[src/rtl/shim_sts_sync_pkg.sv]
// Shared types and default constants for the SPI-to-AXI status word receiver.
// The optional stale timeout is enabled with the SHIM_STS_SYNC_TIMEOUT_EN macro.
package shim_sts_sync_pkg;

    typedef enum logic [1:0] {
        IDLE    = 2'd0,
        CAPTURE = 2'd1,
        PUBLISH = 2'd2
    } sts_rx_state_t;

    localparam logic [31:0] STS_DOUT_DEFAULT   = 32'h0000_0000;
    localparam logic [31:0] STS_FAULT_MASK     = 32'h0000_FF00;
    localparam int          STS_TIMEOUT_CYCLES = 1_000_000;

endpackage

[src/rtl/shim_spi_sts_sync_rx_if.sv]
// Status word handshake bundle between the SPI-domain source (master) and the
// AXI-domain receiver (slave), including the published AXI status outputs.
interface shim_spi_sts_sync_rx_if #(
    parameter int WIDTH = 32
);
    logic [WIDTH-1:0] sts_data;
    logic             sts_req_tgl;
    logic             sts_ack_tgl;
    logic [WIDTH-1:0] sts_data_sync;
    logic             sts_valid;
    logic             sts_seen;
    logic             sts_fault_clr;
    logic [WIDTH-1:0] sts_fault_sticky;
    logic             sts_stale;

    modport master (
        output sts_data, sts_req_tgl, sts_fault_clr,
        input  sts_ack_tgl, sts_data_sync, sts_valid, sts_seen,
               sts_fault_sticky, sts_stale
    );

    modport slave (
        input  sts_data, sts_req_tgl, sts_fault_clr,
        output sts_ack_tgl, sts_data_sync, sts_valid, sts_seen,
               sts_fault_sticky, sts_stale
    );
endinterface

[src/rtl/shim_sts_toggle_sync.sv]
// Two-flop synchronizer for a single toggle level crossing into the aclk domain.
module shim_sts_toggle_sync (
    input  logic clk,
    input  logic rst,
    input  logic d,
    output logic q
);
    logic sync1_d, sync1_q;
    logic sync2_d, sync2_q;

    always_comb begin
        sync1_d = d;
        sync2_d = sync1_q;
    end

    always_ff @(posedge clk or posedge rst) begin
        if (rst) begin
            sync1_q <= 1'b0;
            sync2_q <= 1'b0;
        end else begin
            sync1_q <= sync1_d;
            sync2_q <= sync2_d;
        end
    end

    assign q = sync2_q;
endmodule

[src/rtl/shim_spi_sts_sync_rx.sv]
// AXI-domain receiver for SPI-domain status words: toggle request/ack handshake,
// coherent capture, valid strobe and sticky fault bits. Macro SHIM_STS_SYNC_TIMEOUT_EN adds sts_stale.
module shim_spi_sts_sync_rx
    import shim_sts_sync_pkg::*;
#(
    parameter int               WIDTH          = 32,
    parameter logic [WIDTH-1:0] DOUT_DEFAULT   = WIDTH'(STS_DOUT_DEFAULT),
    parameter logic [WIDTH-1:0] FAULT_MASK     = WIDTH'(STS_FAULT_MASK),
    parameter int               TIMEOUT_CYCLES = STS_TIMEOUT_CYCLES
) (
    input  logic               aclk,
    input  logic               areset,
    shim_spi_sts_sync_rx_if.slave sts
);
    sts_rx_state_t    state_d, state_q;
    logic             req_sync;
    logic             req_pend;
    logic             load;
    logic [WIDTH-1:0] shadow_d, shadow_q;
    logic [WIDTH-1:0] data_sync_d, data_sync_q;
    logic             valid_d, valid_q;
    logic             req_seen_d, req_seen_q;
    logic             ack_d, ack_q;
    logic             seen_d, seen_q;
    logic [WIDTH-1:0] sticky_d, sticky_q;

    shim_sts_toggle_sync u_req_sync (
        .clk (aclk),
        .rst (areset),
        .d   (sts.sts_req_tgl),
        .q   (req_sync)
    );

    assign req_pend = req_sync ^ req_seen_q;

    always_comb begin
        state_d = state_q;
        case (state_q)
            IDLE:    if (req_pend) state_d = CAPTURE;
            CAPTURE: state_d = PUBLISH;
            PUBLISH: state_d = IDLE;
            default: state_d = IDLE;
        endcase
    end

    // Everything published is registered on the CAPTURE->PUBLISH edge so the
    // new word, ack and sticky bits are all visible while sts_valid is high.
    always_comb begin
        load        = (state_q == CAPTURE);
        shadow_d    = load ? sts.sts_data : shadow_q;
        data_sync_d = load ? sts.sts_data : data_sync_q;
        valid_d     = load;
        req_seen_d  = load ? req_sync : req_seen_q;
        ack_d       = load ? req_sync : ack_q;
        seen_d      = seen_q | load;
        sticky_d    = sts.sts_fault_clr ? '0 : sticky_q;
        if (load)
            sticky_d = sticky_d | (sts.sts_data & FAULT_MASK);
        else if (state_q == PUBLISH && sts.sts_fault_clr)
            sticky_d = shadow_q & FAULT_MASK;
    end

    always_ff @(posedge aclk or posedge areset) begin
        if (areset) begin
            state_q     <= IDLE;
            shadow_q    <= '0;
            data_sync_q <= DOUT_DEFAULT;
            valid_q     <= 1'b0;
            req_seen_q  <= 1'b0;
            ack_q       <= 1'b0;
            seen_q      <= 1'b0;
            sticky_q    <= '0;
        end else begin
            state_q     <= state_d;
            shadow_q    <= shadow_d;
            data_sync_q <= data_sync_d;
            valid_q     <= valid_d;
            req_seen_q  <= req_seen_d;
            ack_q       <= ack_d;
            seen_q      <= seen_d;
            sticky_q    <= sticky_d;
        end
    end

    assign sts.sts_ack_tgl      = ack_q;
    assign sts.sts_data_sync    = data_sync_q;
    assign sts.sts_valid        = valid_q;
    assign sts.sts_seen         = seen_q;
    assign sts.sts_fault_sticky = sticky_q;

`ifdef SHIM_STS_SYNC_TIMEOUT_EN
    localparam int CNT_W = $clog2(TIMEOUT_CYCLES + 1);
    localparam logic [CNT_W-1:0] CNT_MAX = CNT_W'(TIMEOUT_CYCLES);

    logic [CNT_W-1:0] cnt_d, cnt_q;
    logic             stale_d, stale_q;

    // Saturating age counter; a publish restarts it and clears the stale flag.
    always_comb begin
        cnt_d   = cnt_q;
        stale_d = stale_q;
        if (load) begin
            cnt_d   = '0;
            stale_d = 1'b0;
        end else begin
            if (cnt_q != CNT_MAX)
                cnt_d = cnt_q + 1'b1;
            if (cnt_d == CNT_MAX)
                stale_d = 1'b1;
        end
    end

    always_ff @(posedge aclk or posedge areset) begin
        if (areset) begin
            cnt_q   <= '0;
            stale_q <= 1'b0;
        end else begin
            cnt_q   <= cnt_d;
            stale_q <= stale_d;
        end
    end

    assign sts.sts_stale = stale_q;
`else
    logic unused_timeout;
    assign unused_timeout = (TIMEOUT_CYCLES == 0);
    assign sts.sts_stale  = 1'b0;
`endif

endmodule

[src/flat_wrapper.sv]
// flat-port wrapper written by rule: the top's interface ports become plain ports
module shim_spi_sts_sync_rx_flat import shim_sts_sync_pkg::*;
#(
    parameter int               WIDTH          = 32,
    parameter logic [WIDTH-1:0] DOUT_DEFAULT   = WIDTH'(STS_DOUT_DEFAULT),
    parameter logic [WIDTH-1:0] FAULT_MASK     = WIDTH'(STS_FAULT_MASK),
    parameter int               TIMEOUT_CYCLES = STS_TIMEOUT_CYCLES
)
  (aclk, areset, sts_sts_data, sts_sts_req_tgl, sts_sts_fault_clr, sts_sts_ack_tgl, sts_sts_data_sync, sts_sts_valid, sts_sts_seen, sts_sts_fault_sticky, sts_sts_stale);
  shim_spi_sts_sync_rx_if #(.WIDTH(WIDTH)) sts_i ();
  input  logic aclk;
  input  logic areset;
  input wire logic [$bits(sts_i.sts_data)-1:0] sts_sts_data;
  input wire logic [$bits(sts_i.sts_req_tgl)-1:0] sts_sts_req_tgl;
  input wire logic [$bits(sts_i.sts_fault_clr)-1:0] sts_sts_fault_clr;
  output wire logic [$bits(sts_i.sts_ack_tgl)-1:0] sts_sts_ack_tgl;
  output wire logic [$bits(sts_i.sts_data_sync)-1:0] sts_sts_data_sync;
  output wire logic [$bits(sts_i.sts_valid)-1:0] sts_sts_valid;
  output wire logic [$bits(sts_i.sts_seen)-1:0] sts_sts_seen;
  output wire logic [$bits(sts_i.sts_fault_sticky)-1:0] sts_sts_fault_sticky;
  output wire logic [$bits(sts_i.sts_stale)-1:0] sts_sts_stale;
  assign sts_i.sts_data = sts_sts_data;
  assign sts_i.sts_req_tgl = sts_sts_req_tgl;
  assign sts_i.sts_fault_clr = sts_sts_fault_clr;
  assign sts_sts_ack_tgl = sts_i.sts_ack_tgl;
  assign sts_sts_data_sync = sts_i.sts_data_sync;
  assign sts_sts_valid = sts_i.sts_valid;
  assign sts_sts_seen = sts_i.sts_seen;
  assign sts_sts_fault_sticky = sts_i.sts_fault_sticky;
  assign sts_sts_stale = sts_i.sts_stale;
  shim_spi_sts_sync_rx #(.WIDTH(WIDTH), .DOUT_DEFAULT(DOUT_DEFAULT), .FAULT_MASK(FAULT_MASK), .TIMEOUT_CYCLES(TIMEOUT_CYCLES)) u_core (.aclk(aclk), .areset(areset), .sts(sts_i));
endmodule
[config.mk]
export PLATFORM = sky130hd
export DESIGN_NAME = shim_spi_sts_sync_rx_flat
export DESIGN_NICKNAME = d
export VERILOG_FILES = /design/src/rtl/shim_sts_sync_pkg.sv /design/src/rtl/shim_spi_sts_sync_rx_if.sv /design/src/rtl/shim_sts_toggle_sync.sv /design/src/rtl/shim_spi_sts_sync_rx.sv /design/src/flat_wrapper.sv
export SDC_FILE = /design/constraint.sdc
export NUM_CORES = 1
export LEC_CHECK = 0
export CORE_MARGIN = 3
export CORE_UTILIZATION = 38
export CTS_CLUSTER_DIAMETER = 30
export DETAILED_ROUTE_END_ITERATION = 6
export GPL_TIMING_DRIVEN = 0
export PLACE_DENSITY = 0.72
export SYNTH_ARGS = -nofsm -noshare
export SYNTH_HDL_FRONTEND = slang
export SYNTH_SLANG_ARGS = --single-unit
[constraint.sdc]
create_clock -name aclk -period 2.65 [get_ports aclk]
set_clock_uncertainty 0.15 [all_clocks]
set_input_delay 0.6625 -clock aclk [delete_from_list [all_inputs] [get_ports aclk]]
set_output_delay 0.6625 -clock aclk [all_outputs]
set_load 0.02 [all_outputs]
### Word-level counts from Yosys, hierarchy flattened

Cells that the tools add are included.

| word-level totals | value |
|---|---|
| flip-flop bits (word level) | 71 |
| logic and storage cells | 21 |
| output and inout bits | 68 |
| input port bits | 36 |

| cells by class | value |
|---|---|
| bitwise operators | 3 |
| multiplexer cells | 5 |
| reduce and logical (&&, ||, !) cells | 2 |
| equal/unequal tests | 3 |

Operator list:

| operator | count |
|---|---|
| $mux W32 | 3 |
| $or A32 B16 Y32 | 1 |
| $pmux W2 S2 | 1 |
| $eq A2 B1 Y1 const B | 1 |
| $eq A2 B2 Y1 const B | 1 |
| $logic_not A2 Y1 | 1 |
| $mux W2 | 1 |
| $ne A2 B1 Y1 const B | 1 |
| $logic_and A1 B1 Y1 | 1 |
| $or A1 B1 Y1 | 1 |
| $xor A1 B1 Y1 | 1 |

### Logic depth before layout (Yosys ltp)

Gate-level depths: netlist of run 1.

| depth | value |
|---|---|
| depth in word-level cells | 4 |
| gate-level depth with buffers | 4 |
| mapped depth without buffers | 2 |

### Hierarchy

Synthesis of run 1 repeated with hierarchy kept, for this count alone.

| second synthesis, totals | value |
|---|---|
| cell total of the unflattened synthesis | 163 |
| area total of the unflattened synthesis | 2573.7 µm² |

By module, submodules not included:

| module | instances | cells each | area an instance (µm²) | seq. area each (µm²) |
|---|---|---|---|---|
| shim_spi_sts_sync_rx | 1 | 160 | 2519.9 | 1726.7 |
| shim_sts_toggle_sync | 1 | 3 | 53.8 | 50.0 |

### Worst setup path before layout of run 1

OpenSTA, ideal clock, no wires.

| timing | value |
|---|---|
| path type | input to register |
| start point | input port sts_sts_fault_clr |
| end point | register u_core.sticky_q[18] (netlist: u_core.sts.sts_fault_sticky[18]) |
| path buffers | 2 |
| data required time | 2.382 ns |
| arrival | 1.275 ns |
| stages | 3 |
| library setup time | 0.118 ns |
| slack | 1.107 ns |
| path through | buf_2 > clkbuf_1 > and2b_1 |

| between the ends | value |
|---|---|
| word-level cells in the longest chain between the ends | 3 |
| elaborated cells on any way between the ends | 5 |
| classes of those cells | 3 x mux; 1 x bitwise; 1 x reduce/logical |

RTL lines:

| what | line | text |
|---|---|---|
| start: declaration | flat_wrapper.sv:15 | `input wire logic [$bits(sts_i.sts_fault_clr)-1:0] sts_sts_fault_clr;` |
| $mux W32 or $logic_and A1 B1 Y1 (tied branches) | shim_spi_sts_sync_rx.sv:56, shim_spi_sts_sync_rx.sv:59 |  |
| $mux W32 or $or A32 B16 Y32 (tied branches) | shim_spi_sts_sync_rx.sv:59, shim_spi_sts_sync_rx.sv:58 |  |
| $mux W32 (*) | shim_spi_sts_sync_rx.sv:57 | `if (load)` |
| net u_core.sticky_d[18] | shim_spi_sts_sync_rx.sv:25 | `logic [WIDTH-1:0] sticky_d, sticky_q;` |
| end signal: assignment | shim_spi_sts_sync_rx.sv:81 | `sticky_q <= sticky_d;` |
| end: declaration | shim_spi_sts_sync_rx.sv:25 |  |

The timed path passes the listed nets; every way through them passes the cells marked *.
A chain may end at the register's enable or synchronous reset.

==> results of run 1 <==
power by group:
group | total, uW | internal (uW) | switching [uW]
logic | 1850 | 1020 | 822
registers | 1610 | 1430 | 185
clock network | 961 | 582 | 379
flip-flops by register name, summed over array words and instances, names as in the netlist:
signal                       flops
u_core.shadow_q                 32
u_core.sts.sts_valid             1
u_core.req_seen_q                1
u_core.sts.sts_seen              1
u_core.u_req_sync.q              1
u_core.sts.sts_fault_sticky     32
u_core.u_req_sync.sync1_q        1
u_core.state_q                   2
synth_stat cells:
cell	n	area, sq um
dfrtp_1	71	1780
buf_6	5	56.3
a221o_1	8	80.1
mux2_2	33	372
buf_4	1	7.51
and3b_1	1	8.76
clkbuf_1	3	11.3
conb_1	1	3.75
buf_2	1	5.00
xnor2_1	1	8.76
and2b_1	10	75.1
nor3_1	1	5.00
or2_2	1	6.26
nor2b_1	24	150
inv_1	1	3.75
cells by family (layout without fill, tap and decap cells):
logic type      count (synthesis)  after routing
mux                            33             33
flops                          71             71
simple gates                   37             37
compound gates                  8              8
xor+xnor                        1              1
other cells                     1              1
buf+inv                        11            129
worst paths after layout:
| path | startpoint | endpoint | slack, ns | cells past startpoint |
|---|---|---|---|---|
| hold / removal | u_core.u_req_sync.sync1_q | u_core.u_req_sync.q | 0.22 | 0 |
| hold reg to reg | u_core.u_req_sync.sync1_q | u_core.u_req_sync.q | 0.22 | 0 |
| max in group asynchronous | areset | u_core.sts.sts_fault_sticky[9] | 1.07 | 2 |
| min in group asynchronous | areset | u_core.u_req_sync.sync1_q | 0.71 | 2 |
| setup / recovery | u_core.req_seen_q | sts_sts_ack_tgl | 0.49 | 1 |
| setup reg to reg | u_core.state_q[1] | u_core.shadow_q[9] | 1.17 | 4 |
per-layer routing:
layer	up-vias	track usage [%]	share of wire (%)
met4	0	7.01	1.5
li1	770	-	-
met2	62	20.4	46
met1	816	19.5	45
met5	-	0	0
met3	9	4.56	7.5
cell type report:
cell class / count / area, sq um
fillers: 533 / 2540
flip-flops and latches: 71 / 1780
repair buffers: 102 / 1020
multi-input cells: 80 / 709
clock buffers: 13 / 159
well taps: 77 / 96.3
plain buffers: 10 / 80.1
clock inverters: 3 / 65.1
inverters: 1 / 6.26
per-stage QoR:
stage,power [uW],hold WS [ns]
final,4420,0.223
after global routing,4670,0.243
after CTS,4480,0.224
after global placement,3470,0.182
after floorplan,2650,0.181
after detailed placement,3510,0.200
==> qor.yml, run 1 <==
cp_slowest_stage_delay_ns: 0.63
antenna_found_initial: 0
die_area_sq_mm: 0.00779
critPathTopFamily: "buffers and inverters"
synth_seq_area_share_pct: 69.1
cts_setup_buffers: 0
max-cap-violations: 0
mostFrequentLayoutCell: "clkdlybuf4s50_1"
cts.sinks: 71
synth_area_sq_mm: 0.00257
fin_crit_sh_pct: 81.6
ys_seq_elements: 71
grt_pass1_wl_mm: 8.46
clockBufferDepth: 2
wl_per_cell_microns: 14.9
cp.arrival_ns: 1.35
gp_congestion: 0.731
final_area_sq_mm: 0.00391
cp-start-kind: "flop"
power.density_mw_per_mm2: 1130
cts_max_level: 3
die_y_microns: 88.2
crit_path_top_delay_cell: "clkdlybuf4s50_1"
relSlewSlack_pct: 42.7
tns_ns: 0
yosys.area_share.simple_pct: 9.54
hold_violations: 0
setup_viol: 0
preCtsSetupSlack_ns: 0.265
postCtsHoldBufs: 0
crit_type: "reg -> out"
synth-compound-area-share_pct: 3.12
grt_overflow: 0
status: "finished clean"
area_growth_pct: 52.3
ir_drop_uv: 666
die_w_microns: 88.2
worstSkewPairLatency_ns: 0.33
drive_gt1_share_pct: 20.0
ys_warn_count: 0
tightest_slew_ns: 0.860
grt.total_usage_pct: 14.2
most-common-layout-cells: "clkdlybuf4s50_1 (102), dfrtp_1 (71), mux2_2 (33), nor2b_1 (24), clkbuf_8 (11)"
grt_max_degree: 72
final_cell_count_no_fill: 357
synth_top_family_by_area: "multiplexers"
dp_hpwl_mm: 3.61
rsz0062_at_grt: "no"
synth_cell_types: 15
start_util_pct: 39.8
synthCells: 162
coreArea_sq_mm: 0.00646
post_cts_resized: 0
n_antenna_cell: 0
cts_tree: "done"
drt_first_pass_iters: 3
drt-initial-drc-count: 36
critPathBufInv: 1
routed_wl_mm: 5.30
power.leakage_uw: 0.00173
cp.required_ns: 1.84
synthAdderAreaFrac_pct: 0
hp-class: "reg -> reg"
num_rows: 29
num_io_pins: 104
max_freq_mhz: 462
detail-route-antenna-nets: 0
clkTransAtPathRegs_ns: 0.07
placed_cell_area_sq_mm: 0.00369
setup_slack_ns: 0.487
cp_cell_sequence: "clkdlybuf4s50_1"
final_max_slew_viol_count: 0
utilization_pct: 60.6
cp-end-kind: "primary output"
grt_pass1_vias: 1701
cts_buffers: 9
syn_avg_cell_area_sq_um: 15.9
via_per_inst: 4.64
drc: 0
dp.cells: 341
port_buffers: 102
synth.area.mux_share_pct: 14.5
vias: 1657
syn_nets: 198
cp_max_fo: 3
finalCriticalPeriod_ns: 2.16
cts-root-buf: "clkbuf_8"
synth-xor-area-share_pct: 0.341
finish.net_count: 311
(Power assumes the default switching activity.)
==> inputs of run 2 (changes only) <==
CORE_UTILIZATION = 42   (was 38)
PLACE_DENSITY = 0.75   (was 0.72)
clock period = 2.1 ns   (was 2.65 ns; I/O delays follow)
==> qor.yml, run 2 (same netlist as run 1, synthesis figures left out) <==
status: "finished clean"  # unchanged
finalCriticalPeriod_ns: 2.01
gp_congestion: 0.685  # was 0.731
area_growth_pct: 51.3  # was 52.3%
num_rows: 27  # was 29
rsz0062_at_grt: "no"  # unchanged
most-common-layout-cells: "clkdlybuf4s50_1 (102), dfrtp_1 (71), mux2_2 (33), nor2b_1 (24), clkbuf_8 (13)"  # was clkdlybuf4s50_1 (102), dfrtp_1 (71), mux2_2 (33), nor2b_1 (24), clkbuf_8 (11)
via_per_inst: 4.71  # was 4.64
hp-class: "reg -> reg"  # unchanged
die_area_sq_mm: 0.00709  # was 0.00779 sq mm
fin_crit_sh_pct: 95.9
grt_util_met3_pct: 4.71  # was 4.56%
max_freq_mhz: 497
critPathBufInv: 1  # unchanged
cp_max_fo: 3  # unchanged
cp.arrival_ns: 1.34  # was 1.35 ns
critPathTopFamily: "buffers and inverters"  # unchanged
hold_ws_ns: 0.208  # was 0.223 ns
coreArea_sq_mm: 0.00571  # was 0.00646 sq mm
crit_path_top_delay_cell: "clkdlybuf4s50_1"  # unchanged
mostFrequentLayoutCell: "clkdlybuf4s50_1"  # unchanged
final_max_slew_viol_count: 0  # unchanged
drive_gt1_share_pct: 20.1  # was 20.0%
postCtsHoldBufs: 0  # unchanged
grt.total_usage_pct: 16.4  # was 14.2%
relSlewSlack_pct: 51.3  # was 42.7%
clockBufferDepth: 2  # unchanged
cp-end-kind: "primary output"  # unchanged
cts_setup_buffers: 0  # unchanged
crit_type: "reg -> out"  # unchanged
vias: 1653  # was 1657
met1_usage_pct: 21.8  # was 19.5%
cts_max_level: 3  # unchanged
clkTransAtPathRegs_ns: 0.07  # about the same
ir_drop_uv: 684  # was 666 uV
tightest_slew_ns: 0.730  # was 0.860 ns
post_cts_resized: 0  # unchanged
detail-route-antenna-nets: 0  # unchanged
grt_pass1_vias: 1747  # was 1701
start_util_pct: 45.0  # was 39.8%
drt-initial-drc-count: 25  # was 36
dp_hpwl_mm: 3.94  # was 3.61 mm
cts.sinks: 71  # unchanged
cts_tree: "done"  # unchanged
die_w_microns: 84.2  # was 88.2 microns
met2_usage_pct: 25.6  # was 20.4%
cp-start-kind: "flop"  # unchanged
cts-root-buf: "clkbuf_8"  # unchanged
grt_pass1_wl_mm: 9.19  # was 8.46 mm
grt_busiest_layer: "met2"  # unchanged
cp_slowest_stage_delay_ns: 0.64  # was 0.63 ns
worstSkewPairLatency_ns: 0.32  # was 0.33 ns
n_antenna_cell: 0  # unchanged
port_buffers: 102  # unchanged
finish.net_count: 312  # was 311
routed_wl_mm: 5.44  # was 5.30 mm
drc: 0  # unchanged
drt_first_pass_iters: 3  # unchanged
max-cap-violations: 0  # unchanged
cts_buffers: 9  # unchanged
power.leakage_uw: 0.00171  # was 0.00173 uW
hold_violations: 0  # unchanged
setup_viol: 0  # unchanged
grt_overflow: 0  # unchanged
antenna_found_initial: 0  # unchanged
power.density_mw_per_mm2: 1390  # was 1130 mW/mm^2
cp_cell_sequence: "clkdlybuf4s50_1"  # unchanged
utilization_pct: 68.1  # was 60.6%
wl_per_cell_microns: 15.5  # was 14.9 microns
num_io_pins: 104  # unchanged
grt_max_degree: 39  # was 72
die_y_microns: 84.2  # was 88.2 microns
cp.required_ns: 1.42  # was 1.84 ns
==> run 2: worst paths after layout <==
| kind | startpoint | endpoint | slack (ns) | depth (start not counted) |
|---|---|---|---|---|
| max | u_core.shadow_q[15] | sts_sts_data_sync[15] | 0.09 | 1 |
| max reg2reg | u_core.state_q[1] | u_core.shadow_q[1] | 0.64 | 4 |
| max in group asynchronous | areset | u_core.sts.sts_fault_sticky[11] | 0.67 | 3 |
| min | u_core.u_req_sync.sync1_q | u_core.u_req_sync.q | 0.21 | 0 |
| min reg2reg | u_core.u_req_sync.sync1_q | u_core.u_req_sync.q | 0.21 | 0 |
| min in group asynchronous | areset | u_core.sts.sts_fault_sticky[29] | 0.52 | 2 |
==> run 2: through the flow <==
stage / setup WS, ns / TNS [ns] / instances / total power, uW / area, sq um
5_1_grt: 0.0157 / 0 / 351 / 5680 / 3890
4_1_cts: 0.0772 / 0 / 351 / 5450 / 3890
2_1_floorplan: 0.641 / 0 / 162 / 3350 / 2570
6_report: 0.0861 / 0 / 351 / 5390 / 3890
3_3_place_gp: -0.226 / -16.50 / 336 / 4380 / 3680
3_5_place_dp: -0.169 / -1.12 / 337 / 4440 / 3700
==> run 2: metal layers <==
metal | part of all wire (%) | vias up
li1 | - | 769
met1 | 45 | 820
met2 | 48 | 55
met3 | 5.1 | 9
met4 | 1.9 | 0
met5 | 0 | -
==> run 2: layout make-up <==
class / instances / area [sq um]
Fill cell: 436 / 1820
Sequential cell: 71 / 1780
Timing Repair Buffer: 103 / 1040
Multi-Input combinational cell: 80 / 709
Clock buffer: 14 / 183
Tap cell: 72 / 90.1
Buffer: 10 / 80.1
Inverter: 1 / 7.51
==> run 2: where the power goes <==
group | switching (uW) | total, uW | internal, uW
Clock | 456 | 1000 | 547
Combinational | 1050 | 2340 | 1300
Sequential | 236 | 2040 | 1800
Total | 1740 | 5390 | 3650
